===== config.mk =====
export PLATFORM = sky130hd
export DESIGN_NAME = apb_rr_master_arbiter_flat
export DESIGN_NICKNAME = d
export VERILOG_FILES = /design/src/rtl/apb_rr_master_arbiter_if.sv /design/src/rtl/apb_rr_master_arbiter.sv /design/src/flat_wrapper.sv
export SDC_FILE = /design/constraint.sdc
export NUM_CORES = 1
export LEC_CHECK = 0
export CORE_ASPECT_RATIO = 0.6
export CORE_MARGIN = 2
export CORE_UTILIZATION = 41
export DETAILED_ROUTE_END_ITERATION = 8
export PLACE_DENSITY = 0.87
export REMOVE_ABC_BUFFERS = 1
export SLEW_MARGIN = 0
export SYNTH_ARGS = -nofsm -noshare
export SYNTH_HDL_FRONTEND = slang
export SYNTH_SLANG_ARGS = --single-unit

===== constraint.sdc =====
create_clock -name PCLK -period 4.3 [get_ports PCLK]
set_clock_uncertainty 0.1 [all_clocks]
set_input_delay 0.86 -clock PCLK [delete_from_list [all_inputs] [get_ports PCLK]]
set_output_delay 0.86 -clock PCLK [all_outputs]
set_load 0.005 [all_outputs]

===== src/rtl/apb_rr_master_arbiter_if.sv =====
// Requester-side command/response bundle plus APB bus signals for apb_rr_master_arbiter.
// The master modport is the arbiter's view, the slave modport the surrounding environment's.
interface apb_rr_master_arbiter_if #(
  parameter int unsigned NUM_REQ = 2,
  parameter int unsigned ADDR_W  = 32,
  parameter int unsigned DATA_W  = 32
);
  logic [NUM_REQ-1:0]        req_valid;
  logic [NUM_REQ-1:0]        req_ready;
  logic [NUM_REQ-1:0]        req_write;
  logic [NUM_REQ*ADDR_W-1:0] req_addr;
  logic [NUM_REQ*DATA_W-1:0] req_wdata;
  logic [NUM_REQ-1:0]        rsp_valid;
  logic [DATA_W-1:0]         rsp_rdata;
  logic                      busy;
  logic                      PSEL;
  logic                      PENABLE;
  logic                      PWRITE;
  logic [ADDR_W-1:0]         PADDR;
  logic [DATA_W-1:0]         PWDATA;
  logic [DATA_W-1:0]         PRDATA;

  modport master (
    input  req_valid, req_write, req_addr, req_wdata, PRDATA,
    output req_ready, rsp_valid, rsp_rdata, busy, PSEL, PENABLE, PWRITE, PADDR, PWDATA
  );

  modport slave (
    output req_valid, req_write, req_addr, req_wdata, PRDATA,
    input  req_ready, rsp_valid, rsp_rdata, busy, PSEL, PENABLE, PWRITE, PADDR, PWDATA
  );
endinterface


===== src/rtl/apb_rr_master_arbiter.sv =====
// APB master shared by NUM_REQ requesters: round-robin grant, SETUP/ACCESS transfer,
// registered one-cycle completion pulse with read data back to the owning requester.
module apb_rr_master_arbiter #(
  parameter int unsigned NUM_REQ = 2,
  parameter int unsigned ADDR_W  = 32,
  parameter int unsigned DATA_W  = 32
) (
  input logic                    PCLK,
  input logic                    PRESETn,
  apb_rr_master_arbiter_if.master bus
);
  localparam int unsigned IDX_W = (NUM_REQ > 1) ? $clog2(NUM_REQ) : 1;

  typedef enum logic [1:0] {StIdle, StSetup, StAccess} state_e;

  state_e             state_q, state_d;
  logic [IDX_W-1:0]   ptr_q, idx_q, win, cand;
  logic               found, accept, hs;
  logic               wr_q;
  logic [ADDR_W-1:0]  addr_q;
  logic [DATA_W-1:0]  wdata_q, rdata_q;
  logic [NUM_REQ-1:0] rsp_q, ready;

  // Search starts just after the last winner so every requester gets a turn.
  always_comb begin
    found = 1'b0;
    win   = '0;
    cand  = '0;
    for (int unsigned k = 1; k <= NUM_REQ; k++) begin
      cand = IDX_W'((32'(ptr_q) + k) % NUM_REQ);
      if (!found && bus.req_valid[cand]) begin
        found = 1'b1;
        win   = cand;
      end
    end
  end

  assign accept = (state_q != StSetup);
  assign hs     = accept && found;

  // Gated by reset so no grant is offered while the block is held in reset.
  always_comb begin
    ready = '0;
    if (hs && PRESETn) ready[win] = 1'b1;
  end

  always_comb begin
    state_d = state_q;
    unique case (state_q)
      StIdle:   if (hs) state_d = StSetup;
      StSetup:  state_d = StAccess;
      StAccess: state_d = hs ? StSetup : StIdle;
      default:  state_d = StIdle;
    endcase
  end

  always_ff @(posedge PCLK or negedge PRESETn) begin
    if (!PRESETn) begin
      state_q <= StIdle;
      ptr_q   <= IDX_W'(NUM_REQ - 1);
      idx_q   <= '0;
      wr_q    <= 1'b0;
      addr_q  <= '0;
      wdata_q <= '0;
      rdata_q <= '0;
      rsp_q   <= '0;
    end else begin
      state_q <= state_d;
      if (hs) begin
        wr_q    <= bus.req_write[win];
        addr_q  <= bus.req_addr[int'(win) * ADDR_W +: ADDR_W];
        wdata_q <= bus.req_wdata[int'(win) * DATA_W +: DATA_W];
        idx_q   <= win;
        ptr_q   <= win;
      end
      // Completion uses the pre-capture idx/wr, so a back-to-back accept is safe.
      if (state_q == StAccess) begin
        rsp_q   <= NUM_REQ'(1) << idx_q;
        rdata_q <= wr_q ? '0 : bus.PRDATA;
      end else begin
        rsp_q <= '0;
      end
    end
  end

  assign bus.req_ready = ready;
  assign bus.rsp_valid = rsp_q;
  assign bus.rsp_rdata = rdata_q;
  assign bus.busy      = (state_q != StIdle);
  assign bus.PSEL      = (state_q != StIdle);
  assign bus.PENABLE   = (state_q == StAccess);
  assign bus.PWRITE    = wr_q;
  assign bus.PADDR     = addr_q;
  assign bus.PWDATA    = wdata_q;
endmodule


===== src/flat_wrapper.sv =====
// flat-port wrapper written by rule: the top's interface ports become plain ports
module apb_rr_master_arbiter_flat 
#(
  parameter int unsigned NUM_REQ = 2,
  parameter int unsigned ADDR_W  = 32,
  parameter int unsigned DATA_W  = 32
)
  (PCLK, PRESETn, bus_req_valid, bus_req_write, bus_req_addr, bus_req_wdata, bus_PRDATA, bus_req_ready, bus_rsp_valid, bus_rsp_rdata, bus_busy, bus_PSEL, bus_PENABLE, bus_PWRITE, bus_PADDR, bus_PWDATA);
  apb_rr_master_arbiter_if #(.NUM_REQ(NUM_REQ), .ADDR_W(ADDR_W), .DATA_W(DATA_W)) bus_i ();
  input logic PCLK;
  input logic PRESETn;
  input wire logic [$bits(bus_i.req_valid)-1:0] bus_req_valid;
  input wire logic [$bits(bus_i.req_write)-1:0] bus_req_write;
  input wire logic [$bits(bus_i.req_addr)-1:0] bus_req_addr;
  input wire logic [$bits(bus_i.req_wdata)-1:0] bus_req_wdata;
  input wire logic [$bits(bus_i.PRDATA)-1:0] bus_PRDATA;
  output wire logic [$bits(bus_i.req_ready)-1:0] bus_req_ready;
  output wire logic [$bits(bus_i.rsp_valid)-1:0] bus_rsp_valid;
  output wire logic [$bits(bus_i.rsp_rdata)-1:0] bus_rsp_rdata;
  output wire logic [$bits(bus_i.busy)-1:0] bus_busy;
  output wire logic [$bits(bus_i.PSEL)-1:0] bus_PSEL;
  output wire logic [$bits(bus_i.PENABLE)-1:0] bus_PENABLE;
  output wire logic [$bits(bus_i.PWRITE)-1:0] bus_PWRITE;
  output wire logic [$bits(bus_i.PADDR)-1:0] bus_PADDR;
  output wire logic [$bits(bus_i.PWDATA)-1:0] bus_PWDATA;
  assign bus_i.req_valid = bus_req_valid;
  assign bus_i.req_write = bus_req_write;
  assign bus_i.req_addr = bus_req_addr;
  assign bus_i.req_wdata = bus_req_wdata;
  assign bus_i.PRDATA = bus_PRDATA;
  assign bus_req_ready = bus_i.req_ready;
  assign bus_rsp_valid = bus_i.rsp_valid;
  assign bus_rsp_rdata = bus_i.rsp_rdata;
  assign bus_busy = bus_i.busy;
  assign bus_PSEL = bus_i.PSEL;
  assign bus_PENABLE = bus_i.PENABLE;
  assign bus_PWRITE = bus_i.PWRITE;
  assign bus_PADDR = bus_i.PADDR;
  assign bus_PWDATA = bus_i.PWDATA;
  apb_rr_master_arbiter #(.NUM_REQ(NUM_REQ), .ADDR_W(ADDR_W), .DATA_W(DATA_W)) u_core (.PCLK(PCLK), .PRESETn(PRESETn), .bus(bus_i));
endmodule

==> impl_metrics.ini, run 1 <==
[status]
outcome = completed

[floorplanning]
rows = 29
dieWidth_um = 141
io_pins = 270
die_area_sq_mm = 0.0121
coreArea_sq_mm = 0.0108
die_h_um = 86.2
start_util = 0.428

[hold_path]
hold_path_class = reg -> reg
min_to = u_core.bus.rsp_valid[0]
worstHoldStart = u_core.idx_q
hold_depth = 1

[critical_path]
reg2reg_depth = 4
critPathKind = in -> out
r2r_end = u_core.bus.PADDR[7]
cp.arrival_ns = 2.53
cp_max_fo = 4
worst_r2r_startpoint = u_core.ptr_q
startpoint_type = input port
r2r_setup_slack_ns = 2.44
worstSetupEndpointType = output port
crit_required_ns = 3.34

[timing]
max_freq_ghz = 0.287
maxSlewHeadroom = 0.489
final.setup.worst_slack_ns = 0.811
setup_tns_ns = 0
fin_crit_sh = 0.811
grt_setup_unrepaired = no
slew_viol_final = 0
setup_viol = 0
final.min_clock_period_ns = 3.49
hold_viol_final = 0
tightest_slew_ns = 0.767

[global_routing]
grt_pass1_vias = 4653
grt_pass1_wl_mm = 23.9
grt_max_degree = 70
use_met2 = 0.431
grt_util_met1 = 0.306
grt_usage = 0.247
gr-usage-met3 = 0.0674
antenna_found_initial = 0
top_usage_layer = met2
overflow = 0

[routing]
firstDrtPassIters = 5
via_per_inst = 5.23
wl_mm = 15.3
drc = 0
post_drt_wl_per_cell_um = 16.8
drtAntennaViolNets = 0
dr.first_iter.drc_count = 302
vias = 4757

[clock_tree]
clk_path_buf_depth = 2
clock_latency_ns = 0.32
cts_buffers = 9
cts_tree = yes
cts.sinks = 103
postCtsSetupRepairBufs = 0
cts_root_buffer = clkbuf_16
htreeDepth = 3
clk_pin_slew_worst_paths_ns = 0.07
cts_hold_buffers = 0
ctsResizeCount = 0

[final_layout]
drive_gt1_frac = 0.0441
antennaDiodeCount = 0
final_core_util = 0.707
finalNonFillerCells = 910
syn2layout_area_growth_pct = 65.2
mostFrequentLayoutCells = clkdlybuf4s50_1, nand2_1, dfrtp_1
nets = 932
final_area_sq_mm = 0.00762
final_common_cell = clkdlybuf4s50_1

[place]
placed_area_sq_mm = 0.00733
place_ws_ns = 0.805
port_buffers = 269
hpwlAfterDp_mm = 10.6
dpl.cell_count = 894
gp_congestion = 0.801

[synthesis]
avgSynthCellArea_sq_um = 8.78
synth_warnings = 0
ys_types = 22
ys_seq_area_frac = 0.559
ys_seq_elements = 103
synthesis.area_sq_mm = 0.00462
syn_inst = 526

[job]
maxCapViolCount = 0

[pwr]
cellPowerDensity_mw_per_mm2 = 444
leakagePower_nw = 3.17
peakVddDrop_mv = 0.232
## worst max-delay path, stage by stage
cell and delay (ns):
clkdlybuf4s50_1 0.49, or2_2 0.33, and2_2 0.20, and3_1 0.20, clkdlybuf4s50_1 0.45
## sequential cells by signal, indices dropped and copies added, names as in the netlist
name	cells
u_core.bus.PWRITE	1
u_core.bus.rsp_valid	2
u_core.idx_q	1
u_core.bus.PADDR	32
u_core.ptr_q	1
u_core.state_q	2
u_core.bus.rsp_rdata	32
u_core.bus.PWDATA	32
## area by class of cell
class,count,area (sq um)
timing repair buffer,278,2760
inverter,3,11.3
fill,789,3150
multi-input combinational,371,1810
sequential,103,2580
clock inverter,5,38.8
clock buffer,11,253
tap,139,174
## metal layers
| layer | wire, um | vias to the layer above |
|---|---|---|
| li1 | - | 2257 |
| met2 | 7690 | 226 |
| met4 | 320 | 0 |
| met5 | 0 | - |
| met1 | 6110 | 2248 |
| met3 | 1170 | 26 |
## cell families after synthesis
| logic type | count (synthesis) | share of synthesized area |
|---|---|---|
| buffers and inverters | 52 | 0.0529 |
| DFF | 103 | 0.559 |
| AOI/OAI and AO/OA | 167 | 0.201 |
| and+or+nand+nor | 204 | 0.188 |
## report_power, final
group / total [mW] / switching, mW / internal (mW)
logic: 1.23 / 0.498 / 0.728
registers: 1.37 / 0.151 / 1.22
clock network: 0.785 / 0.356 / 0.429
total: 3.38 / 1.00 / 2.38
## Yosys cell counts
master	instances	area share
a21bo_2	1	0.0022
a21boi_1	1	0.0016
a21oi_1	66	0.072
a31oi_1	66	0.089
and2_1	1	0.0014
and3_1	2	0.0027
buf_2	12	0.013
buf_4	1	0.0016
buf_6	4	0.0098
clkbuf_1	32	0.026
dfrtp_1	102	0.55
dfstp_2	1	0.0057
inv_1	3	0.0024
nand2_1	162	0.13
nand2b_1	34	0.046
nor2_1	2	0.0016
nor2b_1	1	0.0014
o21ai_0	28	0.030
o21ai_1	4	0.0043
o22ai_1	1	0.0014
or2_1	1	0.0014
or2_2	1	0.0014
## per-stage QoR
stage                     hold slack (ns)  total power [mW]
after floorplan                     0.303              1.77
after global placement              0.316              2.57
after detailed placement            0.315              2.62
after CTS                           0.322              3.42
after global routing                0.342              3.59
final                               0.318              3.38
## how the worst max path moves through the flow
stage / start / to / slack [ns]
2_1_floorplan: bus_req_valid[1] / bus_req_ready[0] / -0.19
3_3_place_gp: bus_req_valid[0] / bus_req_ready[0] / 0.80
3_5_place_dp: bus_req_valid[0] / bus_req_ready[0] / 0.80
4_1_cts: bus_req_valid[0] / bus_req_ready[0] / 0.80
5_1_grt: bus_req_valid[0] / bus_req_ready[0] / 0.72
6_report: bus_req_valid[0] / bus_req_ready[0] / 0.81
No activity file was read; power rests on OpenSTA's default activity.
==> run 2: changes to the inputs <==
Settings changed: CORE_UTILIZATION 41 to 34, PLACE_DENSITY 0.87 to 0.77.
Clock period 4.3 ns to 2.8 ns, I/O delays scaled along.
==> run 2 against run 1 <==
Against the previous run:
- clock power grew 63%
- worst setup slack worse by 0.74 ns
- critical endpoint is now bus_req_ready[1]
- global-route usage is 3.0 points lower
- critical path depth is the same
- critical path type unchanged
==> impl_metrics.ini, run 2 (same netlist as run 1, synthesis figures left out) <==
[pwr]
cellPowerDensity_mw_per_mm2 = 685
peakVddDrop_mv = 0.303
leakagePower_nw = 3.19

[timing]
tightest_slew_ns = 0.727
setup_tns_ns = 0
final.min_clock_period_ns = 2.73
slew_viol_final = 0
setup_viol = 0
grt_setup_unrepaired = no
maxSlewHeadroom = 0.515
hold_viol_final = 0
fin_crit_sh = 0.976
max_freq_ghz = 0.366

[place]
hpwlAfterDp_mm = 11.1
port_buffers = 269
placed_area_sq_mm = 0.00739
gp_congestion = 0.836
dpl.cell_count = 926

[final_layout]
syn2layout_area_growth_pct = 67.1
n_fill_cell = 1122
finalNonFillerCells = 942
mostFrequentLayoutCells = clkdlybuf4s50_1, nand2_1, dfrtp_1
nets = 934
final-seq-area_sq_mm = 0.00258
antennaDiodeCount = 0
multiInputGateArea_sq_mm = 0.00182
drive_gt1_frac = 0.0453
final_common_cell = clkdlybuf4s50_1
final_core_util = 0.591
final_area_sq_mm = 0.00771

[floorplanning]
rows = 32
io_pins = 270
die_h_um = 94.3
die_area_sq_mm = 0.0146
start_util = 0.354
coreArea_sq_mm = 0.0131
dieWidth_um = 154

[routing]
post_drt_wl_per_cell_um = 16.9
firstDrtPassIters = 5
drc = 0
via_per_inst = 5.11
drtAntennaViolNets = 0
dr.first_iter.drc_count = 215
wl_mm = 16.0
vias = 4813

[hold_path]
worstHoldStart = u_core.idx_q
min_to = u_core.bus.rsp_valid[0]
hold_path_class = reg -> reg
hold_depth = 1

[critical_path]
slowest_stage = clkdlybuf4s50_1
critPathKind = in -> out
reg2reg_depth = 4
worst_r2r_startpoint = u_core.state_q[1]
cp_max_fo = 3
crit_required_ns = 2.14
r2r_end = u_core.bus.PADDR[5]
cp.arrival_ns = 2.07
startpoint_type = input port
r2r_setup_slack_ns = 0.89
worstSetupEndpointType = output port
worstPathCellList = clkdlybuf4s50_1, buf_4, a21boi_4, and3_4, clkdlybuf4s50_1
worst_path_largest_cell_delay_ns = 0.50
cp_common_cell = clkdlybuf4s50_1

[global_routing]
grt_pass1_vias = 4857
antenna_found_initial = 0
grt_usage = 0.218
overflow = 0
grt_max_degree = 103
grt_pass1_wl_mm = 25.1

[clock_tree]
clock_latency_ns = 0.33
cts.sinks = 103
clk_pin_slew_worst_paths_ns = 0.07
htreeDepth = 3
postCtsSetupRepairBufs = 0
cts_tree = yes
clk_path_buf_depth = 2
cts_root_buffer = clkbuf_16
cts_buffers = 9

[job]
maxCapViolCount = 0

[status]
outcome = completed
==> run 2: stage by stage <==
| step | worst slack, ns | hold slack [ns] | power [mW] |
|---|---|---|---|
| after floorplan | -1.09 | 0.164 | 2.72 |
| after global placement | -0.0299 | 0.283 | 3.98 |
| after detailed placement | -0.0530 | 0.284 | 4.04 |
| after CTS | 0.0221 | 0.342 | 5.34 |
| after global routing | 0.0125 | 0.368 | 5.59 |
| final | 0.0678 | 0.336 | 5.28 |
==> run 2: worst max-delay path by stage <==
stage,end,startpoint,slack (ns),depth (start not counted)
2_1_floorplan,bus_req_ready[0],bus_req_valid[1],-1.09,3
3_3_place_gp,bus_req_ready[0],bus_req_valid[0],-0.03,5
3_5_place_dp,bus_req_ready[0],bus_req_valid[0],-0.05,5
4_1_cts,bus_req_ready[1],bus_req_valid[1],0.02,5
5_1_grt,bus_req_ready[1],bus_req_valid[1],0.01,5
6_report,bus_req_ready[1],bus_req_valid[1],0.07,5
==> run 2: power by group <==
part	internal [mW]	leakage, nW	switching (mW)
Clock	0.740	0.148	0.536
Sequential	1.88	1.23	0.226
Combinational	1.12	1.81	0.776
Total	3.74	3.19	1.54
==> run 2: critical path: cells and delay by family <==
family / cells / cell delay [ns]
buf+inv: 3 / 1.13
simple gates: 1 / 0.21
compound gates: 1 / 0.17
==> run 2: cell type report <==
type / count / share of cell area
sequential: 103 / 0.334
tap: 170 / 0.0276
multi-input combinational: 371 / 0.235
clock buffer: 11 / 0.0328
inverter: 3 / 0.00146
timing repair buffer: 280 / 0.361
clock inverter: 4 / 0.00714
==> run 2: repair_timing <==
action                     CTS  global route
gates cloned                 0             0
hold buffers                 1             0
gates resized for setup      1             1
setup endpoints to repair    1             1
hold endpoints to repair     1             0
==> run 2: per-layer routing <==
metal	vias up	wire length, um	track usage
li1	2260	-	-
met1	2325	6920	0.282
met2	212	7530	0.362
met3	16	1310	0.0590
met4	0	201	0.0594
met5	-	0	0
